File: src/rtl/adc_capture_scheduler_if.sv
// Control, configuration and stream-status bundle of the ADC capture scheduler.
// The master side (controller or bench) drives triggers/config; the scheduler is the slave.
interface adc_capture_scheduler_if #(
  parameter int CNT_W  = 32,
  parameter int NUM_CH = 4
);
  logic              ext_trigger;
  logic              arm;
  logic              abort;
  logic [CNT_W-1:0]  cfg_delay;
  logic [CNT_W-1:0]  cfg_length;
  logic [CNT_W-1:0]  cfg_interval;
  logic [15:0]       cfg_repeats;
  logic [NUM_CH-1:0] cfg_ch_mask;
  logic [NUM_CH-1:0] ch_tready;
  logic [NUM_CH-1:0] capture_valid;
  logic              busy;
  logic              done;
  logic [15:0]       frame_index;
  logic [NUM_CH-1:0] overflow;

  modport master (
    output ext_trigger, arm, abort,
    output cfg_delay, cfg_length, cfg_interval, cfg_repeats, cfg_ch_mask,
    output ch_tready,
    input  capture_valid, busy, done, frame_index, overflow
  );

  modport slave (
    input  ext_trigger, arm, abort,
    input  cfg_delay, cfg_length, cfg_interval, cfg_repeats, cfg_ch_mask,
    input  ch_tready,
    output capture_valid, busy, done, frame_index, overflow
  );
endinterface

File: src/rtl/adc_capture_scheduler.sv
// Trigger-driven capture window sequencer: after an arm and a trigger rising edge it
// opens repeated capture windows on the enabled ADC stream channels with delay/gap timing.
module adc_capture_scheduler #(
  parameter int CNT_W  = 32,
  parameter int NUM_CH = 4
) (
  input logic                   rf_clk,
  input logic                   rf_reset,
  adc_capture_scheduler_if.slave bus
);

  typedef enum logic [2:0] {
    IDLE     = 3'd0,
    ARMED    = 3'd1,
    DELAY    = 3'd2,
    CAPTURE  = 3'd3,
    GAP      = 3'd4,
    WAIT_LOW = 3'd5
  } state_t;

  state_t            state_q, state_d;
  logic [CNT_W-1:0]  cnt_q, cnt_d;
  logic [15:0]       frame_q, frame_d;
  logic [NUM_CH-1:0] ovf_q, ovf_d;
  logic              done_q, done_d;
  logic              trig_q;

  logic [CNT_W-1:0]  delay_q, delay_d;
  logic [CNT_W-1:0]  length_q, length_d;
  logic [CNT_W-1:0]  interval_q, interval_d;
  logic [15:0]       repeats_q, repeats_d;
  logic [NUM_CH-1:0] mask_q, mask_d;

  logic              trigEdge;
  logic [NUM_CH-1:0] validNow;
  logic [15:0]       frameInc;

  assign trigEdge = bus.ext_trigger & ~trig_q;
  assign validNow = (state_q == CAPTURE) ? mask_q : '0;
  assign frameInc = frame_q + 16'd1;

  assign bus.capture_valid = validNow;
  assign bus.busy          = (state_q != IDLE);
  assign bus.done          = done_q;
  assign bus.frame_index   = frame_q;
  assign bus.overflow      = ovf_q;

  // Shadow config stores already-normalised values so zero length/repeats act as one.
  always_comb begin
    state_d    = state_q;
    cnt_d      = cnt_q;
    frame_d    = frame_q;
    ovf_d      = ovf_q | (validNow & ~bus.ch_tready);
    done_d     = 1'b0;
    delay_d    = delay_q;
    length_d   = length_q;
    interval_d = interval_q;
    repeats_d  = repeats_q;
    mask_d     = mask_q;

    if (bus.abort) begin
      state_d = IDLE;
    end else begin
      case (state_q)
        IDLE: begin
          if (bus.arm) begin
            delay_d    = bus.cfg_delay;
            length_d   = (bus.cfg_length == '0) ? CNT_W'(1) : bus.cfg_length;
            interval_d = bus.cfg_interval;
            repeats_d  = (bus.cfg_repeats == 16'd0) ? 16'd1 : bus.cfg_repeats;
            mask_d     = bus.cfg_ch_mask;
            frame_d    = 16'd0;
            ovf_d      = '0;
            state_d    = ARMED;
          end
        end

        ARMED: begin
          if (trigEdge) begin
            if (delay_q == '0) begin
              state_d = CAPTURE;
              cnt_d   = length_q - CNT_W'(1);
            end else begin
              state_d = DELAY;
              cnt_d   = delay_q - CNT_W'(1);
            end
          end
        end

        DELAY: begin
          if (cnt_q == '0) begin
            state_d = CAPTURE;
            cnt_d   = length_q - CNT_W'(1);
          end else begin
            cnt_d = cnt_q - CNT_W'(1);
          end
        end

        // A window ends on its last valid cycle; the next one may start immediately.
        CAPTURE: begin
          if (cnt_q == '0) begin
            frame_d = frameInc;
            if (frameInc >= repeats_q) begin
              done_d  = 1'b1;
              state_d = WAIT_LOW;
            end else if (interval_q == '0) begin
              cnt_d = length_q - CNT_W'(1);
            end else begin
              state_d = GAP;
              cnt_d   = interval_q - CNT_W'(1);
            end
          end else begin
            cnt_d = cnt_q - CNT_W'(1);
          end
        end

        GAP: begin
          if (cnt_q == '0) begin
            state_d = CAPTURE;
            cnt_d   = length_q - CNT_W'(1);
          end else begin
            cnt_d = cnt_q - CNT_W'(1);
          end
        end

        WAIT_LOW: begin
          if (!bus.ext_trigger) begin
            state_d = IDLE;
          end
        end

        default: begin
          state_d = IDLE;
        end
      endcase
    end
  end

  // Trigger history runs in every state so a level already high at arm is not an edge.
  always_ff @(posedge rf_clk or negedge rf_reset) begin
    if (!rf_reset) begin
      state_q    <= IDLE;
      cnt_q      <= '0;
      frame_q    <= 16'd0;
      ovf_q      <= '0;
      done_q     <= 1'b0;
      trig_q     <= 1'b0;
      delay_q    <= '0;
      length_q   <= '0;
      interval_q <= '0;
      repeats_q  <= 16'd0;
      mask_q     <= '0;
    end else begin
      state_q    <= state_d;
      cnt_q      <= cnt_d;
      frame_q    <= frame_d;
      ovf_q      <= ovf_d;
      done_q     <= done_d;
      trig_q     <= bus.ext_trigger;
      delay_q    <= delay_d;
      length_q   <= length_d;
      interval_q <= interval_d;
      repeats_q  <= repeats_d;
      mask_q     <= mask_d;
    end
  end

endmodule

File: src/flat_wrapper.sv
// flat-port wrapper written by rule: the top's interface ports become plain ports
module adc_capture_scheduler_flat 
#(
  parameter int CNT_W  = 32,
  parameter int NUM_CH = 4
)
  (rf_clk, rf_reset, bus_ext_trigger, bus_arm, bus_abort, bus_cfg_delay, bus_cfg_length, bus_cfg_interval, bus_cfg_repeats, bus_cfg_ch_mask, bus_ch_tready, bus_capture_valid, bus_busy, bus_done, bus_frame_index, bus_overflow);
  adc_capture_scheduler_if #(.CNT_W(CNT_W), .NUM_CH(NUM_CH)) bus_i ();
  input logic rf_clk;
  input logic rf_reset;
  input wire logic [$bits(bus_i.ext_trigger)-1:0] bus_ext_trigger;
  input wire logic [$bits(bus_i.arm)-1:0] bus_arm;
  input wire logic [$bits(bus_i.abort)-1:0] bus_abort;
  input wire logic [$bits(bus_i.cfg_delay)-1:0] bus_cfg_delay;
  input wire logic [$bits(bus_i.cfg_length)-1:0] bus_cfg_length;
  input wire logic [$bits(bus_i.cfg_interval)-1:0] bus_cfg_interval;
  input wire logic [$bits(bus_i.cfg_repeats)-1:0] bus_cfg_repeats;
  input wire logic [$bits(bus_i.cfg_ch_mask)-1:0] bus_cfg_ch_mask;
  input wire logic [$bits(bus_i.ch_tready)-1:0] bus_ch_tready;
  output wire logic [$bits(bus_i.capture_valid)-1:0] bus_capture_valid;
  output wire logic [$bits(bus_i.busy)-1:0] bus_busy;
  output wire logic [$bits(bus_i.done)-1:0] bus_done;
  output wire logic [$bits(bus_i.frame_index)-1:0] bus_frame_index;
  output wire logic [$bits(bus_i.overflow)-1:0] bus_overflow;
  assign bus_i.ext_trigger = bus_ext_trigger;
  assign bus_i.arm = bus_arm;
  assign bus_i.abort = bus_abort;
  assign bus_i.cfg_delay = bus_cfg_delay;
  assign bus_i.cfg_length = bus_cfg_length;
  assign bus_i.cfg_interval = bus_cfg_interval;
  assign bus_i.cfg_repeats = bus_cfg_repeats;
  assign bus_i.cfg_ch_mask = bus_cfg_ch_mask;
  assign bus_i.ch_tready = bus_ch_tready;
  assign bus_capture_valid = bus_i.capture_valid;
  assign bus_busy = bus_i.busy;
  assign bus_done = bus_i.done;
  assign bus_frame_index = bus_i.frame_index;
  assign bus_overflow = bus_i.overflow;
  adc_capture_scheduler #(.CNT_W(CNT_W), .NUM_CH(NUM_CH)) u_core (.rf_clk(rf_clk), .rf_reset(rf_reset), .bus(bus_i));
endmodule
File: config.mk
export PLATFORM = sky130hd
export DESIGN_NAME = adc_capture_scheduler_flat
export DESIGN_NICKNAME = d
export VERILOG_FILES = /design/src/rtl/adc_capture_scheduler_if.sv /design/src/rtl/adc_capture_scheduler.sv /design/src/flat_wrapper.sv
export SDC_FILE = /design/constraint.sdc
export NUM_CORES = 1
export LEC_CHECK = 0
export CAP_MARGIN = 10
export CORE_AREA = 8 8 124 171
export CTS_CLUSTER_DIAMETER = 40
export DETAILED_ROUTE_END_ITERATION = 7
export DIE_AREA = 0 0 132 179
export PLACE_DENSITY = 0.86
export REMOVE_ABC_BUFFERS = 1
export SYNTH_ARGS = -nofsm -noshare
export SYNTH_HDL_FRONTEND = slang
export SYNTH_SLANG_ARGS = --single-unit
File: constraint.sdc
create_clock -name rf_clk -period 6.5 [get_ports rf_clk]
set_input_delay 0.975 -clock rf_clk [delete_from_list [all_inputs] [get_ports rf_clk]]
set_output_delay 0.975 -clock rf_clk [all_outputs]
set_load 0.01 [all_outputs]
==> impl_summary.log <==
INFO  metric status = complete, no violations
INFO  metric grt_first_pass_wirelength = about 53 mm
INFO  metric worst_pin_slew = roughly 1200 ps
INFO  metric drc = 0
INFO  metric place_area = between 10000 and 15000 um2
INFO  metric avg_wl_per_cell = 21.9 um
INFO  metric cts_sinks = roughly 170
INFO  metric placement.io_buffers = 150
INFO  metric gp_routability_congestion = between 0.9 and 1
INFO  metric cts_root_buf = sky130_fd_sc_hd__clkbuf_16
INFO  metric post_cts_buffers = 0
INFO  metric finalSetupViolations = 0
INFO  metric core-area = between 15000 and 20000 um2
INFO  metric layout.cells.most_common_list = sky130_fd_sc_hd__dfrtp_1, sky130_fd_sc_hd__clkdlybuf4s50_1, sky130_fd_sc_hd__mux2_2, sky130_fd_sc_hd__nor2_1, sky130_fd_sc_hd__nand2_1
INFO  metric post_synth_main_area_contributors = sky130_fd_sc_hd__dfrtp_1, sky130_fd_sc_hd__mux2_2, sky130_fd_sc_hd__xnor2_1
INFO  metric regArea = 4330 um2
INFO  metric postSynthCellCount = roughly 1200
INFO  metric register_to_register_setup_slack = 1380 ps
INFO  metric power.density_cell_area = 402 nW/um2
INFO  metric number_of_distinct_library_cells_after_synthesis = between 70 and 80
INFO  metric comb_power_share = 0.408
INFO  metric cp-startpoint = u_core.bus.frame_index[0]
INFO  metric ys_async_sr_fraction = 1.00
INFO  metric global_route.overflow_total = 0
INFO  metric die_width = 132 um
INFO  metric worst_hold_path_type = in -> async
INFO  metric power.leakage = between 5 and 6 nW
INFO  metric path_common_cell = sky130_fd_sc_hd__and3_1
INFO  metric seqPwrFrac = 0.398
INFO  metric cts-buffers-inserted = 17
INFO  metric layout.nets = around 1400
INFO  metric viasPerCell = ~6.5
INFO  metric finish.utilization = 0.720
INFO  metric fin_total_pwr = 5.36 mW
INFO  metric ys.warnings.count = 0
INFO  metric syn_avg_cell_area = between 9 and 10 um2
INFO  metric floorplan_die_height = about 180 um
INFO  metric cpMaxStageDelayCell = sky130_fd_sc_hd__o21ai_2
INFO  metric longest_clk_path_bufs = 2
INFO  metric cts_tree = done
INFO  metric filler_cell_count = ~1400
INFO  metric r2r_start = u_core.bus.frame_index[0]
INFO  metric synth.yosys.seq_area_share = 0.389
INFO  metric end_kind = flop
INFO  metric drive_above_1_share = 0.152
INFO  metric dieArea = 23600 um2
INFO  metric switchingPower = approximately 2.2 mW
INFO  metric start_util = 0.600
INFO  metric drt_iter0_markers = between 900 and 1000
INFO  metric htreeDepth = 4
INFO  metric syn_to_final_growth = 20.0%
INFO  metric timing.final.max_slew_violations = 0
INFO  metric synth_edf_count = 0
INFO  metric synthMuxAreaShare = 0.121
INFO  metric synth_top_family_by_area = simple AND/OR/NAND/NOR gates
INFO  metric antenna_violations_before_repair = 0
INFO  metric sw_frac_of_total = 0.415
INFO  metric area_of_the_multi_input_gates = 6400 um2
INFO  metric cellInternalPower = around 3.1 mW
INFO  metric n_antenna_cell = 0
INFO  metric ant_nets = 0
INFO  metric setup.worst_path.start_class = flop
INFO  metric share_of_synthesized_cell_area_in_and_or_nand_and_nor_gates = 0.207
INFO  metric path_cells = ha_1 -> nand3_1 -> nor2_1 -> and3_1 -> and3_1 -> nand3_1 -> xor2_1 -> inv_1 -> ha_1 -> nand4_1 -> nor3_1 -> or4b_2 -> and3_1 -> o21ai_2 -> buf_4 -> nor4_1 -> nor3_1
INFO  metric layout.cells.most_common = sky130_fd_sc_hd__dfrtp_1
INFO  metric post-route-min-period = 5120 ps
INFO  metric cts_resized = 0
INFO  metric worst_slew_margin_rel = 0.185
INFO  metric clkLatencyLatePin = between 400 and 500 ps
INFO  metric synth_compound_area_frac = 0.139
INFO  metric path_class = reg -> reg
INFO  metric cell_type_contributing_the_most_total_cell_area_after_synthesis = sky130_fd_sc_hd__dfrtp_1
INFO  metric setup-tns-final = 0 ps
INFO  metric worst-endpoint-required = just under 7000 ps
INFO  metric dpl.hpwl = 24.9 mm
INFO  metric clock-skew-final = ~12 ps
INFO  metric min_period_over_period = 0.788
INFO  metric ys_ff_latch = roughly 170
INFO  metric achievable-frequency = about 200 MHz
INFO  metric synth_flop_cell = sky130_fd_sc_hd__dfrtp_1
INFO  metric number_of_global_route_vias_before_repair = slightly above 10000
INFO  metric ctsHoldBuffers = 0
INFO  metric critPathMaxStageDelay = roughly 750 ps
INFO  metric drt_wl_total = roughly 34 mm
INFO  metric critical_path_peak_fanout = 20
INFO  metric power.share.clock = 0.194
INFO  metric drt-pass1-iter-count = 6
INFO  metric total_count_of_hold_check_failures_in_the_final_report = 0
INFO  metric maximum_ir_drop_on_the_vdd_rail = 0.222 mV
INFO  metric overall_track_demand_over_capacity_in_global_routing = 0.284
INFO  metric postLayoutCellArea = approximately 13000 um2
INFO  metric io-pin-count = 151
INFO  metric grt_start_max_net_pins = 74
INFO  metric grt_setup_unrepaired = false
INFO  metric synth_adder_area_share = 0.0270
INFO  metric vias = ~10000
INFO  metric synthesis.area = 11100 um2
INFO  metric cts.clk_slew.worst_paths = 70 ps
INFO  metric maxCapViolCount = 0
INFO  metric yosys.area.top_type_share = 0.389
INFO  metric core.rowCount = 59
INFO  metric yosys.area_share.xor_xnor = 0.0804
INFO  metric worst_ep_arrival_time = ~5500 ps
-- synthesized netlist by cell type (all sizes together), types with 6 or more instances --
master and number:
xnor2 59, nor4 57, nand3 22, buf 21, o22ai 23, nor3 56
ha 24, o21ai 57, o31ai 13, mux2 114, nor2 96, or4 19
a31oi 13, and2 7, nand2 73, xor2 43, dfrtp 173, nand4 14
a21oi 41, inv 35, clkbuf 35, or3 17, nand2b 10, or2 8
nor3b 9, o211ai 14, mux2i 6, o21a 7, and3 6, nor2b 8
a211oi 17
-- metal layers --
layer  global-route usage  up-vias  wire, um
met3               0.0527      128      2290
met5                    0        -         0
met2                0.501      509     17200
li1                     -     4542         -
met1                0.317     4849     12300
met4                0.169        0      1870
-- worst max-delay path: cells and delay by family (launching register included) --
kind | cells | cell delay [ps]
simple gates | 11 | 2650
compound gates | 1 | 750
fa+ha+maj | 2 | 540
flops | 1 | 450
buf+inv | 2 | 440
xor+xnor | 1 | 210
-- sequential cells by signal (all words and copies together) (netlist names) --
signal                  cells
u_core.bus.done             1
u_core.bus.frame_index     16
u_core.bus.overflow         4
u_core.cnt_q               32
u_core.delay_q             32
u_core.interval_q          32
u_core.length_q            32
u_core.mask_q               4
u_core.repeats_q           16
u_core.state_q              3
u_core.trig_q               1
-- worst paths after layout --
path,to,depth (start not counted)
worst max-delay path,u_core.cnt_q[28],17
worst min-delay path,u_core.repeats_q[7],1
worst max register to register,u_core.cnt_q[28],17
worst min register to register,u_core.bus.overflow[3],1
max in group asynchronous,u_core.cnt_q[20],2
min in group rf_clk,u_core.bus.overflow[3],1
-- area by class of cell --
cell class | instances | share of cell area
Clock buffer | 20 | 0.0335
Clock inverter | 12 | 0.0100
Inverter | 35 | 0.00985
Multi-Input combinational cell | 894 | 0.480
Sequential cell | 173 | 0.325
Tap cell | 244 | 0.0229
Timing Repair Buffer | 162 | 0.119
-- logic make-up after synthesis --
family,Yosys count
mux,120
xor+xnor,102
flops,173
compound gates,229
simple gates,419
fa+ha+maj,24
buf+inv,91
-- power groups by stage --
stage	Combinational (mW)	Sequential [mW]	Clock, mW
4_1_cts	2.14	2.11	1.04
3_5_place_dp	2.12	2.13	0
3_3_place_gp	2.06	2.10	0
6_report	2.18	2.13	1.04
5_1_grt	2.35	2.20	1.08
2_1_floorplan	1.53	1.96	0
-- through the flow --
| stage | worst slack, ps | std cells | hold WS, ps |
|---|---|---|---|
| after floorplan | 1910 | 1102 | 454 |
| after global placement | 1670 | 1508 | 472 |
| after detailed placement | 1450 | 1508 | 479 |
| after CTS | 1420 | 1540 | 490 |
| after global routing | 979 | 1540 | 503 |
| final | 1380 | 1540 | 467 |
Power figures use the tool's default switching activity.
